**src/rtl/pll_ce_gen.sv**
```systemverilog
// rtl/pll_ce_gen.sv - lock-qualified multi-channel fractional clock-enable generator
// Optional macro CEGEN_DYN_INC_EN adds runtime-writable per-channel increments.
module pll_ce_gen #(
    parameter int CHANNELS      = 2,
    parameter int ACC_W         = 24,
    parameter logic [CHANNELS*ACC_W-1:0] INC_INIT = {24'd600541, 24'd4026532},
    parameter int SETTLE_CYCLES = 1024,
    parameter int SYNC_STAGES   = 2
) (
    input  logic                clk,
    input  logic                reset,
    input  logic                pll_lock,
`ifdef CEGEN_DYN_INC_EN
    input  logic                inc_we,
    input  logic [2:0]          inc_sel,
    input  logic [ACC_W-1:0]    inc_data,
`endif
    output logic                ready,
    output logic [CHANNELS-1:0] ce,
    output logic [7:0]          lock_loss_cnt
);

    localparam int CNT_W = $clog2(SETTLE_CYCLES) + 1;
    localparam logic [CNT_W-1:0] SETTLE_LAST = CNT_W'(SETTLE_CYCLES - 1);

    typedef enum logic [1:0] {
        WAIT_LOCK = 2'd0,
        SETTLE    = 2'd1,
        RUN       = 2'd2
    } state_t;

    state_t                  state_q;
    logic [SYNC_STAGES-1:0]  sync_q;
    logic [CNT_W-1:0]        settle_cnt_q;
    logic                    ready_q;
    logic [CHANNELS-1:0]     ce_q;
    logic [7:0]              loss_cnt_q;
    logic [ACC_W-1:0]        acc_q [CHANNELS];
    logic [ACC_W-1:0]        inc_d [CHANNELS];
    logic [ACC_W:0]          sum_d [CHANNELS];
    logic                    lock_s;

    assign lock_s        = sync_q[SYNC_STAGES-1];
    assign ready         = ready_q;
    assign ce            = ce_q;
    assign lock_loss_cnt = loss_cnt_q;

    always_ff @(posedge clk or posedge reset) begin
        if (reset) begin
            sync_q <= '0;
        end else begin
            sync_q <= {sync_q[SYNC_STAGES-2:0], pll_lock};
        end
    end

`ifdef CEGEN_DYN_INC_EN
    logic [ACC_W-1:0] inc_q [CHANNELS];

    // Indices beyond CHANNELS match no register, so such writes fall away.
    always_ff @(posedge clk or posedge reset) begin
        if (reset) begin
            for (int i = 0; i < CHANNELS; i++) begin
                inc_q[i] <= INC_INIT[i*ACC_W +: ACC_W];
            end
        end else begin
            for (int i = 0; i < CHANNELS; i++) begin
                if (inc_we && (inc_sel == 3'(i))) begin
                    inc_q[i] <= inc_data;
                end
            end
        end
    end

    always_comb begin
        for (int i = 0; i < CHANNELS; i++) begin
            inc_d[i] = inc_q[i];
        end
    end
`else
    always_comb begin
        for (int i = 0; i < CHANNELS; i++) begin
            inc_d[i] = INC_INIT[i*ACC_W +: ACC_W];
        end
    end
`endif

    always_comb begin
        for (int i = 0; i < CHANNELS; i++) begin
            sum_d[i] = {1'b0, acc_q[i]} + {1'b0, inc_d[i]};
        end
    end

    // The lock_s cycle that leaves WAIT_LOCK already counts as the first settled cycle.
    always_ff @(posedge clk or posedge reset) begin
        if (reset) begin
            state_q      <= WAIT_LOCK;
            settle_cnt_q <= '0;
            ready_q      <= 1'b0;
            ce_q         <= '0;
            loss_cnt_q   <= '0;
            for (int i = 0; i < CHANNELS; i++) begin
                acc_q[i] <= '0;
            end
        end else begin
            case (state_q)
                WAIT_LOCK: begin
                    ready_q      <= 1'b0;
                    ce_q         <= '0;
                    settle_cnt_q <= '0;
                    if (lock_s) begin
                        state_q      <= SETTLE;
                        settle_cnt_q <= CNT_W'(1);
                    end
                end
                SETTLE: begin
                    ce_q <= '0;
                    if (!lock_s) begin
                        state_q      <= WAIT_LOCK;
                        settle_cnt_q <= '0;
                    end else if (settle_cnt_q == SETTLE_LAST) begin
                        state_q      <= RUN;
                        ready_q      <= 1'b1;
                        settle_cnt_q <= '0;
                    end else begin
                        settle_cnt_q <= settle_cnt_q + CNT_W'(1);
                    end
                end
                RUN: begin
                    if (!lock_s) begin
                        state_q <= WAIT_LOCK;
                        ready_q <= 1'b0;
                        ce_q    <= '0;
                        for (int i = 0; i < CHANNELS; i++) begin
                            acc_q[i] <= '0;
                        end
                        if (loss_cnt_q != 8'hFF) begin
                            loss_cnt_q <= loss_cnt_q + 8'd1;
                        end
                    end else begin
                        for (int i = 0; i < CHANNELS; i++) begin
                            acc_q[i] <= sum_d[i][ACC_W-1:0];
                            ce_q[i]  <= sum_d[i][ACC_W];
                        end
                    end
                end
                default: begin
                    state_q      <= WAIT_LOCK;
                    ready_q      <= 1'b0;
                    ce_q         <= '0;
                    settle_cnt_q <= '0;
                end
            endcase
        end
    end

endmodule

```
**config.mk**
```make
export PLATFORM = sky130hd
export DESIGN_NAME = pll_ce_gen
export DESIGN_NICKNAME = d
export VERILOG_FILES = /design/src/rtl/pll_ce_gen.sv
export SDC_FILE = /design/constraint.sdc
export NUM_CORES = 1
export LEC_CHECK = 0
export BUFFER_PORTS_ARGS = -buffer_cell sky130_fd_sc_hd__buf_2
export CORE_UTILIZATION = 38
export DETAILED_ROUTE_END_ITERATION = 12
export MAX_ROUTING_LAYER = met4
export REMOVE_ABC_BUFFERS = 1
export SLEW_MARGIN = 20
export SYNTH_ARGS = -nofsm -noshare
export SYNTH_HDL_FRONTEND = slang
export SYNTH_SLANG_ARGS = --single-unit
```
**constraint.sdc**
```tcl
create_clock -name clk -period 2.1 [get_ports clk]
set_clock_uncertainty 0.05 [all_clocks]
set_input_delay 0.105 -clock clk [delete_from_list [all_inputs] [get_ports clk]]
set_output_delay 0.105 -clock clk [all_outputs]
set_load 0.1 [all_outputs]
```
# Word level (Yosys, flattened, before mapping)

Index checks and enable logic that the tools add are counted.

Add/sub/neg operators: 4
Multiply operators: 0
Div/mod/pow operators: 0
$lt $le $gt $ge: 0
Equality and inequality tests: 9
Shift operators: 0
Multiplexer cells: 16
Bitwise gates (word level): 1
Reduce and logical (&&, ||, !) cells: 4

Operators with widths:

| operator               | number |
|---|---|
| $mux 48                | 1 |
| $pmux 11 s3            | 1 |
| $add 24x20->25 const B | 1 |
| $add 24x22->25 const B | 1 |
| $mux 11                | 2 |
| $mux 2                 | 6 |
| $add 11x1->11 const B  | 1 |
| $eq 11x10->1 const B   | 1 |
| $reduce_and 3->1       | 3 |
| $add 8x1->8 const B    | 1 |
| $ne 2x2->1 const B     | 4 |
| $ne 8x8->1 const B     | 1 |
| $pmux 2 s3             | 1 |
| $mux 1                 | 4 |
| $ne 3x3->1 const B     | 1 |
| $eq 2x1->1 const B     | 1 |
| $eq 2x2->1 const B     | 1 |
| $logic_not 2->1        | 1 |
| $pmux 1 s2             | 1 |
| $not 1->1              | 1 |

Register bits: 74
Bits in latches: 0
Memory bits (writable): 0
Bits in read-only memories: 0
Input bits: 3
Output and inout port bits: 11
Logic and storage cells: 42
Memories kept: 0

# Depth between registers and ports, before layout

Gate-level depths: netlist of run 1.

Word-level depth: 4
Mapped depth: 7
Mapped depth without buffers: 7

# Worst setup path before layout of run 1

No wires, ideal clock.

Path type: flip-flop to flip-flop
From: register loss_cnt_q[0] (netlist: lock_loss_cnt[0])
To: register loss_cnt_q[7] (netlist: lock_loss_cnt[7])
Setup time: 163 ps
Arrival time: 2262 ps
Required time: 1887 ps
Path slack: -375 ps
Cell stages (with the launch flop): 8
Buffers on the path: 0
Clock period less this slack: 2475 ps
Cell sequence: dfrtp_1 ha_1 nand2_1 nor2_1 a311oi_2 nand4_1 nor3_1 xor2_1

Word-level cells in the longest chain between the ends: 2
Elaborated cells between the ends (all ways): 3
Classes of those cells: add/sub (1); eq/ne (1); reduce/logical (1)

Ends and longest elaborated chain:

| what                                                | RTL line | text |
|---|---|---|
| from (decl)                                         | 37       | `logic [7:0] loss_cnt_q;` |
| from (signal assigned)                              | 137      | `loss_cnt_q <= loss_cnt_q + 8'd1;` |
| branches (longest 2 deep; another with $add 8x1->8) | -        |  |

Parallel ways; which one is timed is not known.
A chain may end at the register's enable or synchronous reset.

# Worst setup path in the final report of run 1

From: register acc_q[0] (netlist name)
To: register acc_q[8] (netlist name)

Word-level cells in the longest chain between the ends: 2

Ends and longest elaborated chain:

| what                              | RTL line | text |
|---|---|---|
| from (decl)                       | 38       | `logic [ACC_W-1:0] acc_q [CHANNELS];` |
| from (signal, indexed assignment) | 141      | `acc_q[i] <= sum_d[i][ACC_W-1:0];` |
| $add 24x20->25                    | 89       | `sum_d[i] = {1'b0, acc_q[i]} + {1'b0, inc_d[i]};` |
| $mux 48                           | 129      | `if (!lock_s) begin` |

Every way passes these cells.

==> metrics.txt, run 1 <==
initial antenna violation count 0; power consumption ~0.0027 W; Tcrit/Tclk final 0.9528; diode count 0; crit path time final 2.001 ns; sequential-to-total area share from yosys stat 0.4684; CP Cell Sequence ha_4 > or4_4 > and2_4 > or3_1 > nor3_1 > a21oi_1 > o21ai_1; CTS Root Buffer Type clkbuf_8; Initial DRC Count approximately 120; Post-synth EDFFs 0; CP startpoint kind flop; Via density ~5.4; run status complete, no violations; Hold Path Class in -> async; Slew Viols, Final 0; post-route setup TNS 0 ns; fill cell count between 900 and 1,000; most common cell after layout, fill and taps aside dfrtp_1; RR Endpoint acc_q[8]; IO Pins 14; Post-synth ARST share 1.000; Max FO, Critical Path 5; std cell rows 36; largest net degree at the start of global routing 33; maximum root-to-sink buffer count 2; Pre-antenna DRT Iters 4; Final Net Count 464; yosys warns 0; highest-count cells in the layout ignoring fill and taps dfrtp_1 (71), nand2_1 (60), nor2_1 (38); crit-path max cell delay roughly 0.44 ns; routed wire length about 8300 µm; CTS sink cnt 72; Crit. End Element flop; CTS tree built; share of layout cells above drive strength 1 0.1429; vias 3,230; Worst-Skew Late Latency around 0.34 ns; syn avg cell area between 8 and 9 µm²; final hold vios 0; Post-DP HPWL approximately 5600 µm; max cap viols 0; first-pass GRT wire length ~14,000 µm; die width between 100 and 150 µm; GRT overflow 0; critical path class reg -> reg; Max transition margin 0.6254; worst reg-to-reg path cell count 7; #FFs+latches synth a little over 70; CP required approximately 2.3 ns; Worst-Margin Slew ~0.56 ns; # setup viols final 0; Synth Instances roughly 440; Peak VDD IR about 0.33 mV; Most used DFF post-synth dfrtp_1; # H-tree levels 3; Num CTS Buffers 9; Core Area ~9800 µm²; setup ws final roughly 0.099 ns; # port buffers 13; Die ar. roughly 11,000 µm²; flop2flop setup slack between 0.09 and 0.1 ns; Mapped Area 3846 µm²; Fmax achieved 499.8 MHz; Die Ht about 100 µm; Cell Pwr Density 618.9 nW/µm²; Crit-path slowest cell dfrtp_2; Worst-path clk slew 0.08 ns; fin util 0.4538; number of global-route vias before repair roughly 3,100; Setup crit end acc_q[8]; initial core utilization 0.3935; CP Data Arrival Time about 2.2 ns; GP Congestion ~0.8; Total GRT Usage 0.1803; synth unique cells 58; DRC errors left 0; Lkg Pwr 1.938 nW; P&R area growth vs syn 15.32%; DP Cell Count around 580; Critical Path Source acc_q[0]; non-filler cells, final about 600; post-place setup slack approximately 0.05 ns; WL/cell between 10 and 15 µm; RR Startpoint acc_q[0]; Antenna Violating Nets Remaining 0
[cell usage after synthesis, types with 3 or more instances]
master,count,area (µm²)
dfrtp_1,72,1802
nand2_1,60,225.2
nor2_1,38,142.6
o21ai_0,34,170.2
a21oi_1,32,160.2
o21ai_1,20,100.1
clkbuf_1,18,67.56
nand3_1,16,80.08
inv_1,15,56.30
nor3_1,12,60.06
a22o_1,10,87.58
mux2i_1,8,80.08
o22ai_1,7,43.79
a31oi_1,6,37.54
nand4_1,6,37.54
or3_1,5,31.28
xnor2_1,5,43.79
xor2_1,5,43.79
a211oi_1,4,30.03
and3_1,4,25.02
ha_1,4,50.05
or4_1,4,30.03
and2_1,3,18.77
nand2b_1,3,18.77
[critical path: cells and delay by family (launching register included)]
family | cells | cell delay [ns]
AO/OA/AOI/OAI | 2 | 0.17
adder cells (fa/ha/maj) | 1 | 0.18
AND/OR/NAND/NOR | 4 | 1.08
flip-flops | 1 | 0.44
[registers in the layout, summed over array words and instances, names as in the netlist]
signal / flops
sync_q: 2
state_q: 2
ce: 2
acc_q: 46
lock_loss_cnt: 8
ready: 1
settle_cnt_q: 11
[repair_timing]
item	4_1_cts	5_1_grt
gates resized for setup	0	9
endpoints found under the setup margin	0	10
buffers inserted	0	0
hold buffers	2	0
hold endpoints to repair	23	0
[power by group]
part	internal, W	leakage, nW	total, W	switching [W]
Combinational	0.0000249	0.830	0.0000820	0.0000571
Sequential	0.00139	0.995	0.00140	0.00000999
Clock	0.000737	0.113	0.00126	0.000525
Total	0.00215	1.94	0.00275	0.000592
[area by class of cell]
type | instances | area, µm² | area share
Clock buffer | 12 | 155.1 | 0.03498
Clock inverter | 4 | 76.32 | 0.01721
Inverter | 16 | 60.06 | 0.01354
Multi-Input combinational cell | 326 | 1949 | 0.4395
Sequential cell | 72 | 1803 | 0.4065
Tap cell | 133 | 166.4 | 0.03752
Timing Repair Buffer | 32 | 225.2 | 0.05078
[layer usage]
metal / global-route usage / share of wire
met3: 0.02780 / 0.033
met4: 0.08681 / 0.017
met1: 0.2351 / 0.49
met5: - / 0
met2: 0.2744 / 0.46
[worst min path at each step]
stage / start / endpoint / cells after the start
floorplan: pll_lock / sync_q[0] / 0
global placement: reset / sync_q[0] / 2
detailed placement: reset / sync_q[1] / 2
CTS: reset / settle_cnt_q[4] / 3
global route: sync_q[0] / sync_q[1] / 0
finish: reset / settle_cnt_q[4] / 3
[cell families after synthesis]
| kind of cell | Yosys count | synth area share |
|---|---|---|
| and+or+nand+nor | 167 | 0.2089 |
| AOI/OAI and AO/OA | 136 | 0.2245 |
| DFF | 72 | 0.4684 |
| buffers and inverters | 37 | 0.03871 |
| xor gates and xnor gates | 10 | 0.02277 |
| muxes | 9 | 0.02375 |
| adders and majority gates | 4 | 0.01301 |
[metrics by stage]
stage               hold slack [ns]  instance area [µm²]
floorplan                   0.08643                 3757
global placement             0.1452                 4131
detailed placement           0.1457                 4131
CTS                          0.3077                 4383
global route                 0.3107                 4436
finish                       0.3052                 4436
No activity file was read; power rests on OpenSTA's default activity.
==> run 2: changes to the inputs <==
--- a/config.mk
+++ b/config.mk
@@ -5,7 +5,7 @@
 export SDC_FILE = /design/constraint.sdc
 export NUM_CORES = 1
 export LEC_CHECK = 0
-export BUFFER_PORTS_ARGS = -buffer_cell sky130_fd_sc_hd__buf_2
+export BUFFER_PORTS_ARGS = -buffer_cell sky130_fd_sc_hd__buf_4
 export CORE_UTILIZATION = 38
 export DETAILED_ROUTE_END_ITERATION = 12
 export MAX_ROUTING_LAYER = met4
==> run 2 against run 1 <==
- largest power group unchanged
- critical endpoint unchanged
- utilization is 0.077 points higher
- cell count is 0.34% lower
- highest routed layer unchanged
- via count is 0.87% lower
- design area is 0.17% higher
- routed wire length is 1.3% lower
- register-to-register slack better by 0.02 ns
- sequential cell count stayed put
- critical path type unchanged
- largest cell class unchanged
- combinational power is 5.4% lower
- global-route usage is 0.37 points lower
- power is 1.4% lower
==> metrics.txt, run 2 (same netlist as run 1, synthesis figures left out) <==
run status complete, no violations; CTS tree built; share of layout cells above drive strength 1 0.1391; highest-count cells in the layout ignoring fill and taps dfrtp_1 (72), nand2_1 (60), nor2_1 (38); # port buffers 13; die width around 100 µm; RR Startpoint acc_q[1]; CTS Root Buffer Type clkbuf_8; Reg with most FFs acc_q; Core Area ~9800 µm²; initial core utilization 0.3935; Worst-Margin Slew between 0.4 and 0.5 ns; crit path time final just under 2 ns; diode count 0; max reg flops 46; Final Net Count 463; final hold vios 0; # setup viols final 0; initial antenna violation count 0; Antenna Violating Nets Remaining 0; WL/cell between 10 and 15 µm; Worst-Skew Late Latency 0.34 ns; Crit. End Element flop; DRC errors left 0; vias roughly 3,200; Via density ~5.4; post-place setup slack 0.04725 ns; Die Ht between 100 and 150 µm; Max FO, Critical Path 5; CP Cell Sequence ha_2 > or4_4 > and2_4 > or3_1 > a21oi_1 > o21ai_1; GRT overflow 0; largest net degree at the start of global routing 73; setup ws final 0.1143 ns; max cap viols 0; Max transition margin 0.6815; Slew Viols, Final 0; most common cell after layout, fill and taps aside dfrtp_1; Cell Pwr Density slightly above 600 nW/µm²; worst reg-to-reg path cell count 6; Post-DP HPWL approximately 5300 µm; GP Congestion between 0.7 and 0.8; IO Pins 14; CP startpoint kind flop; routed wire length between 8000 and 9000 µm; flop2flop setup slack 0.11 ns; Fmax achieved approximately 500 MHz; std cell rows 36; number of global-route vias before repair ~3,000; hold path cells 0; crit-path max cell delay around 0.44 ns; P&R area growth vs syn 15.52%; Critical Path Source acc_q[1]; Pre-antenna DRT Iters 4; CP required between 2 and 2.5 ns; # H-tree levels 3; Crit-path slowest cell or4_4; Lkg Pwr ~1.9 nW; RR Endpoint acc_q[8]; Hold Path Class reg -> reg; maximum root-to-sink buffer count 2; fill cell count approximately 950; Num CTS Buffers 9; hold_sp sync_q[0]; Initial DRC Count ~180; Hold EP sync_q[1]; Worst-path clk slew roughly 0.080 ns; first-pass GRT wire length between 10,000 and 15,000 µm; CP Data Arrival Time around 2.2 ns; Total GRT Usage 0.1766; critical path class reg -> reg; CTS sink cnt 72; Peak VDD IR 0.4589 mV; post-route setup TNS 0 ns; Tcrit/Tclk final 0.9456; Die ar. 10,530 µm²
[run 2: cell types whose count changed in the layout (fill, tap and decap cells not counted)]
cell | before | now
nor3_2 | 1 | 2
buf_4 | 16 | 28
clkinv_4 | 1 | 0
dfrtp_1 | 71 | 72
ha_2 | 0 | 1
ha_4 | 1 | 0
dfrtp_2 | 1 | 0
nor3_1 | 12 | 11
clkinvlp_4 | 1 | 0
clkinv_2 | 0 | 1
buf_2 | 13 | 0
[run 2: area by class of cell]
type / instances / area, µm² / share of cell area
clock buffer: 12 / 155.1 / 0.03492
clock inverter: 3 / 65.06 / 0.01464
inverter: 16 / 60.06 / 0.01352
multi-input combinational: 326 / 1944 / 0.4376
sequential: 72 / 1802 / 0.4055
tap: 133 / 166.4 / 0.03745
timing repair buffer: 31 / 250.2 / 0.05632
[run 2: where the power goes]
part | leakage, nW | switching [W] | total (W) | internal, W
combinational | 0.828 | 0.0000550 | 0.0000776 | 0.0000226
sequential | 0.997 | 0.00000931 | 0.00140 | 0.00139
clock | 0.112 | 0.000501 | 0.00123 | 0.000727
total | 1.94 | 0.000565 | 0.00271 | 0.00214
[run 2: worst max path at each step]
stage / to / cells past startpoint
6_report: acc_q[8] / 6
5_1_grt: acc_q[22] / 7
4_1_cts: acc_q[19] / 7
3_5_place_dp: acc_q[19] / 7
3_3_place_gp: acc_q[19] / 7
2_1_floorplan: lock_loss_cnt[7] / 5
[run 2: critical path, delay by kind of cell (launching register included)]
kind / cells / cell delay (ns)
flip-flops: 1 / 0.41
adder cells (fa/ha/maj): 1 / 0.21
AO/OA/AOI/OAI: 2 / 0.24
AND/OR/NAND/NOR: 3 / 0.96
[run 2: per-stage QoR]
step / hold WS [ns] / std cells / util / power [W] / cell area [µm²]
5_1_grt: 0.3062 / 593 / 0.4546 / 0.002796 / 4443
6_report: 0.2993 / 593 / 0.4546 / 0.002706 / 4443
3_5_place_dp: 0.1673 / 576 / 0.4252 / 0.001506 / 4156
2_1_floorplan: 0.08643 / 414 / - / 0.001472 / 3757
3_3_place_gp: 0.1647 / 576 / 0.4252 / 0.001505 / 4156
4_1_cts: 0.3010 / 593 / 0.4498 / 0.002731 / 4397
[run 2: repair_timing]
item,4_1_cts,5_1_grt
gates resized for setup,0,8
endpoints found under the setup margin,0,8
setup buffers,0,0
hold buffers,2,0
hold endpoints to repair,73,0
[run 2: layer usage]
metal | track usage | vias to the layer above | share of wire
met5 | - | - | 0
met4 | 0.06484 | 0 | 0.015
met3 | 0.02644 | 8 | 0.020
met2 | 0.2749 | 35 | 0.47
met1 | 0.2336 | 1552 | 0.50
li1 | - | 1607 | -
